===== src/rtl/serial_adder_ctrl.sv =====
// Bit-serial adder: one full_adder cell sequenced LSB-first over WIDTH bits with a carry flop.
// Define SERIAL_ADD_OVF_EN to add the registered two's-complement overflow output `ovf`.

module full_adder (
  input  logic a,
  input  logic b,
  input  logic c,
  output logic sum,
  output logic carry
);
  assign sum   = a ^ b ^ c;
  assign carry = (a & b) | (c & (a ^ b));
endmodule

module serial_adder_ctrl #(
  parameter int unsigned WIDTH = 8
) (
  input  logic             clk,
  input  logic             rst_n,
  input  logic             start,
  input  logic [WIDTH-1:0] a,
  input  logic [WIDTH-1:0] b,
  input  logic             cin,
  output logic             busy,
  output logic             done,
  output logic [WIDTH-1:0] sum,
  output logic             cout
`ifdef SERIAL_ADD_OVF_EN
  ,
  output logic             ovf
`endif
);

  localparam int unsigned CW = (WIDTH > 1) ? $clog2(WIDTH) : 1;

  typedef enum logic [1:0] {IDLE, SHIFT, DONE} state_t;

  state_t           state, state_nxt;
  logic [WIDTH-1:0] a_sh, b_sh;
  logic [WIDTH-2:0] s_sh;
  logic [WIDTH-1:0] s_next;
  logic             c_q;
  logic [CW-1:0]    cnt;
  logic             fa_sum, fa_carry;
  logic             accept, last;

  full_adder u_fa (
    .a     (a_sh[0]),
    .b     (b_sh[0]),
    .c     (c_q),
    .sum   (fa_sum),
    .carry (fa_carry)
  );

  // The LSB of the partial-sum shifter would only ever be shifted out, so it is not stored.
  assign s_next = {fa_sum, s_sh};
  assign accept = start && (state != SHIFT);
  assign last   = (cnt == CW'(WIDTH - 1));
  assign busy   = (state == SHIFT);
  assign done   = (state == DONE);

  always_ff @(posedge clk) begin
    if (!rst_n) state <= IDLE;
    else        state <= state_nxt;
  end

  always_comb begin
    state_nxt = state;
    case (state)
      IDLE:    if (start) state_nxt = SHIFT;
      SHIFT:   if (last)  state_nxt = DONE;
      DONE:    state_nxt = start ? SHIFT : IDLE;
      default: state_nxt = IDLE;
    endcase
  end

  always_ff @(posedge clk) begin
    if (!rst_n) begin
      a_sh <= '0;
      b_sh <= '0;
      s_sh <= '0;
      c_q  <= 1'b0;
      cnt  <= '0;
      sum  <= '0;
      cout <= 1'b0;
`ifdef SERIAL_ADD_OVF_EN
      ovf  <= 1'b0;
`endif
    end else if (accept) begin
      a_sh <= a;
      b_sh <= b;
      c_q  <= cin;
      cnt  <= '0;
    end else if (state == SHIFT) begin
      a_sh <= a_sh >> 1;
      b_sh <= b_sh >> 1;
      s_sh <= s_next[WIDTH-1:1];
      c_q  <= fa_carry;
      if (last) begin
        cnt  <= '0;
        sum  <= s_next;
        cout <= fa_carry;
`ifdef SERIAL_ADD_OVF_EN
        ovf  <= c_q ^ fa_carry;
`endif
      end else begin
        cnt <= cnt + 1'b1;
      end
    end
  end

endmodule

===== config.mk =====
export PLATFORM = sky130hd
export DESIGN_NAME = serial_adder_ctrl
export DESIGN_NICKNAME = d
export VERILOG_FILES = /design/src/rtl/serial_adder_ctrl.sv
export SDC_FILE = /design/constraint.sdc
export NUM_CORES = 1
export LEC_CHECK = 0
export ABC_CLOCK_PERIOD_IN_PS = 1300
export CORE_ASPECT_RATIO = 1.2
export CORE_MARGIN = 2
export CORE_UTILIZATION = 35
export CTS_BUF_LIST = sky130_fd_sc_hd__clkbuf_8
export CTS_CLUSTER_SIZE = 28
export DETAILED_ROUTE_END_ITERATION = 10
export PLACE_DENSITY = 0.67
export SYNTH_ARGS = -nofsm -noshare
export SYNTH_HDL_FRONTEND = slang
export SYNTH_SLANG_ARGS = --single-unit

===== constraint.sdc =====
create_clock -name clk -period 1.3 [get_ports clk]
set_clock_uncertainty 0.05 [all_clocks]
set_input_delay 0.195 -clock clk [delete_from_list [all_inputs] [get_ports clk]]
set_output_delay 0.195 -clock clk [all_outputs]
set_load 0.01 [all_outputs]

; Word level (Yosys, flattened, before mapping)
; Index checks and enable logic that the tools add are counted.
[totals]
ff_bits = 38
in_bits = 20
out_inout_bits = 11
word_cells = 40
[op_classes]
mux = 11
bitwise_logic = 7
n_eq_ne = 6
n_reduce_logical = 7
n_addsub = 1
[ops]
columns = op, n
row1 = $mux 8, 4
row2 = $pmux 2 s3, 1
row3 = $mux 2, 2
row4 = $ne 2x1->1 const B, 2
row5 = $reduce_and 2->1, 2
row6 = $add 3x1->3 const B, 1
row7 = $eq 3x3->1 const B, 1
row8 = $mux 1, 3
row9 = $mux 3, 1
row10 = $reduce_and 3->1, 1
row11 = $and 1x1->1, 2
row12 = $eq 2x1->1 const B, 1
row13 = $eq 2x2->1 const B, 1
row14 = $logic_not 2->1, 1
row15 = $ne 2x2->1 const B, 1
row16 = $not 1->1, 2
row17 = $reduce_bool 2->1, 1
row18 = $reduce_or 2->1, 1
row19 = $xor 1x1->1, 2
row20 = $logic_and 1x1->1, 1
row21 = $or 1x1->1, 1

; Longest topological paths before layout
[logic_depth]
ltp_word = 5
depth_mapped = 6

; Cells and area by module
; Synthesis repeated with hierarchy kept, for this count alone.
[hier_totals]
hier_cells = 186
hier_area_um2 = 1575.3
[by_module_without_submodules]
columns = mod, area_per_inst_um2, cells_per_inst, instances
row1 = serial_adder_ctrl, 1555.2, 185, 1
row2 = full_adder, 20.0, 1, 1

; Worst setup path before layout
; Ideal clock, no wire load.
[synth_timing]
path_kind = reg2reg
from = register cnt[0]
to = register state[1]
synth_period_minus_slack_ns = 1.324
slack_ns = -0.024
setup_time_ns = 0.115
t_arrival_ns = 1.159
stages_incl_launch_ff = 6
required_time_ns = 1.135
cell_sequence = dfxtp_1 > ha_1 > ha_1 > and3b_1 > buf_2 > and2_1
[synth_via]
elab_chain_cells = 3
[synth_rtl]
columns = item, line_no
row1 = start: declaration, 43  ; logic [CW-1:0] cnt;
row2 = start signal: assignment, 107  ; cnt <= cnt + 1'b1;
row3 = $eq 3x3->1, 58  ; assign last = (cnt == CW'(WIDTH - 1));
row4 = $ne 2x1->1 (no line), n/a
row5 = $reduce_and 2->1 (no line), n/a
row6 = end signal: assignment, 64  ; else state <= state_nxt;
row7 = end: declaration, 38  ; state_t state, state_nxt;
; No other way between the ends.
; A chain may end at the register's enable or synchronous reset.

; Worst setup path after layout
; Ends and elaborated chain as after synthesis.

==> Implementation_results.wiki <==
{| class="wikitable"
! Metric !! Value
|-
| Run status || complete, no violations
|-
| Setup slack, reg-to-reg || around 0.049 ns
|-
| Share of final-layout standard cells stronger than drive strength 1 || between 15 and 20%
|-
| Master cell of the clock root buffer || sky130_fd_sc_hd__clkbuf_8
|-
| Worst hold start || sum[0]
|-
| Number of synthesized flops with an enable pin || 0
|-
| Clock sink count || 38
|-
| Total number of yosys warnings || 0
|-
| Total number of placement rows || 26
|-
| Final weighted congestion in routability-driven placement || approximately 0.73
|-
| Min cycle time layout || 1.25 ns
|-
| Transition time of the tightest slew-check pin || 0.266 ns
|-
| Setup ws final || approximately 0.05 ns
|-
| Initial Util || between 30% and 40%
|-
| Mean post-synth cell area || about 8.5 um2
|-
| Count of mapped cells out of synthesis || roughly 190
|-
| Register-to-Register Path Depth || 4
|-
| Share of the clock period used by the worst path after layout || between 90% and 100%
|-
| Power density cells || 1200 nW/um2
|-
| Worst-skew pair later-pin latency || around 0.29 ns
|-
| Die X-Extent || around 65 um
|-
| Post-synth net total || roughly 210
|-
| Number of nets at the end of the flow || ~250
|-
| Overall power of the completed layout || about 2.5 mW
|-
| Antenna fix cells || 0
|-
| CTS tree || yes
|-
| Number of distinct standard cells referenced by the synthesized netlist || 28
|-
| Post-synthesis instance area || 1580 um2
|-
| Max_cap viols || 0
|-
| Worst Path Arrival || approximately 1.4 ns
|-
| Top_reg_cell synth || sky130_fd_sc_hd__dfxtp_1
|-
| Wire length of the first global-routing pass || ~5400 um
|-
| Die Span Y || between 70 and 80 um
|-
| Kind of end point of the critical path || flip-flop
|-
| I/O pins || 31
|-
| Post-synth ARST share || 0%
|-
| Worst hold path cell count || 2
|-
| Vias in the first global route || around 1.3k
|-
| Post-placement worst setup slack || -0.0732 ns
|-
| Average vias per placed instance || 4.89
|-
| Slew margin rel. || between 80% and 90%
|-
| Final setup violation count || 0
|-
| Leakage || approximately 0.90 nW
|-
| Hold/Removal Path Class || flip-flop to flip-flop
|-
| Crit path kind || flip-flop to flip-flop
|-
| Clock input transition at the sequential cells of the worst setup and hold paths || around 0.07 ns
|-
| CP Max Fanout || 5
|-
| Overflow left after global routing || 0
|-
| Max-slew violations || 0
|-
| Worst R2R End || state[1]
|-
| Final Hold Fails || 0
|-
| Unrepaired setup endpoints after global routing || false
|-
| Routed via count || 1,368
|-
| Antenna viol nets, final || 0
|-
| DPL Wire Length || ~2000 um
|-
| First-pass detailed-route iteration total || 4
|-
| Worst Path Required || about 1.4 ns
|-
| Share of synthesized area occupied by flip-flops and latches || 48.1%
|-
| Standard cell core area || ~4300 um2
|-
| TritonCTS buffer count || 5
|-
| Initial antenna violation count || 0
|-
| Total Wirelength || ~3200 um
|-
| Drc violations || 0
|-
| Area growth from synthesis to layout || 33.4%
|-
| CP startpoint || cnt[0]
|-
| Worst reg2reg startpoint || cnt[0]
|-
| Hold path endpoint || sum[0]
|-
| Starting DRC count in detailed routing || 82
|-
| Total die area || roughly 5100 um2
|-
| IO Port Bufs || 30
|-
| Post-CTS setup buffer count || 0
|-
| Fmax || 0.800 GHz
|-
| H-tree Lvls || 2
|-
| Pin count of the biggest net entering global routing || 47
|-
| Global Route Usage Sum || ~13%
|-
| Setup tns final || 0 ns
|-
| Largest voltage drop on the vdd net || 0.000616 V
|-
| Largest buffer count on any clock path || 2
|-
| Routed wire length per instance || about 11 um
|-
| #FFs+latches synth || 38
|-
| Crit path launch type || flip-flop
|}
Yosys cell counts (3+ instances only):
cell type,n,area (um2)
sky130_fd_sc_hd__nand2_1,41,154
sky130_fd_sc_hd__clkbuf_1,6,22.5
sky130_fd_sc_hd__o21ai_0,15,75.1
sky130_fd_sc_hd__a21boi_0,4,30.0
sky130_fd_sc_hd__dfxtp_1,38,761
sky130_fd_sc_hd__a21oi_1,28,140
sky130_fd_sc_hd__a21boi_1,5,37.5
sky130_fd_sc_hd__nand3_1,20,100
sky130_fd_sc_hd__buf_4,3,22.5
per-layer routing:
layer	routed length, um	GRT usage (%)	up-vias
met5	0	0	-
met4	59	6.25	0
met3	132	3.48	7
met2	1550	23.4	25
met1	1410	14.9	629
li1	-	-	707
report_power, final:
group	switching [mW]	leakage, nW	internal [mW]
registers	0.0310	0.311	1.22
clock network	0.405	0.0579	0.564
logic	0.154	0.533	0.162
total	0.590	0.902	1.95
sequential cells by signal, summed over array words and instances, names as in the netlist:
| name | cells |
|---|---|
| a_sh | 8 |
| b_sh | 8 |
| sum | 8 |
| s_sh | 7 |
| cnt | 3 |
| state | 2 |
| c_q | 1 |
| cout | 1 |
worst max-delay path by stage:
stage          slack, ns       end  depth (start not counted)
2_1_floorplan      0.005  state[1]                          5
3_3_place_gp       -0.07      busy                          3
4_1_cts             0.01  state[1]                          4
6_report            0.05  state[1]                          4
5_1_grt            0.002    sum[5]                          5
3_5_place_dp       -0.07      busy                          3
stage by stage:
| step | instance area, um2 | hold WS (ns) | cells | util, % |
|---|---|---|---|---|
| global route | 2110 | 0.409 | 280 | 49.2 |
| detailed placement | 2000 | 0.391 | 271 | 46.5 |
| floorplan | 1590 | 0.279 | 186 | - |
| global placement | 2000 | 0.388 | 271 | 46.5 |
| CTS | 2100 | 0.393 | 279 | 48.8 |
| finish | 2110 | 0.395 | 280 | 49.2 |
critical path: stages (launching register included):
cell and delay [ns]:
sky130_fd_sc_hd__dfxtp_1 0.32, sky130_fd_sc_hd__ha_1 0.19, sky130_fd_sc_hd__ha_2 0.19, sky130_fd_sc_hd__and3b_2 0.24, sky130_fd_sc_hd__and2_1 0.16
final cells by class:
| class | instances | area [um2] |
|---|---|---|
| fill | 441 | 2180 |
| sequential | 38 | 763 |
| multi-input combinational | 133 | 719 |
| timing repair buffer | 43 | 430 |
| tap | 56 | 70.1 |
| clock buffer | 5 | 68.8 |
| clock inverter | 3 | 40.0 |
| inverter | 2 | 20.0 |
cells by family (layout without fill, tap and decap cells):
logic type | count (synthesis) | count (layout) | share of synthesized area, %
and+or+nand+nor | 71 | 72 | 20.0
AOI/OAI and AO/OA | 56 | 56 | 19.8
DFF | 38 | 38 | 48.1
buffers and inverters | 16 | 53 | 7.98
adders and majority gates | 3 | 3 | 2.85
muxes | 2 | 2 | 1.26
what timing repair did:
item                                    4_1_cts  5_1_grt
pin swaps                                     0        1
resized for setup                            17        6
hold buffers                                  0        0
endpoints found under the setup margin       24       14
cloned                                        0        1
cells in the final DEF, fill, tap and decap left out, drive strengths merged, types with 2 or more instances in the layout:
cell type	synthesis	final
a21boi	9	9
a21oi	30	30
and2	2	2
and3b	1	2
buf	8	14
clkbuf	6	6
clkdlybuf4s50	0	19
clkinv	1	3
dfxtp	38	38
dlygate4sd2	0	9
ha	2	2
mux2i	2	2
nand2	41	41
nand3	20	20
nor2	2	2
o21ai	15	15
No activity file was read; power rests on OpenSTA's default activity.
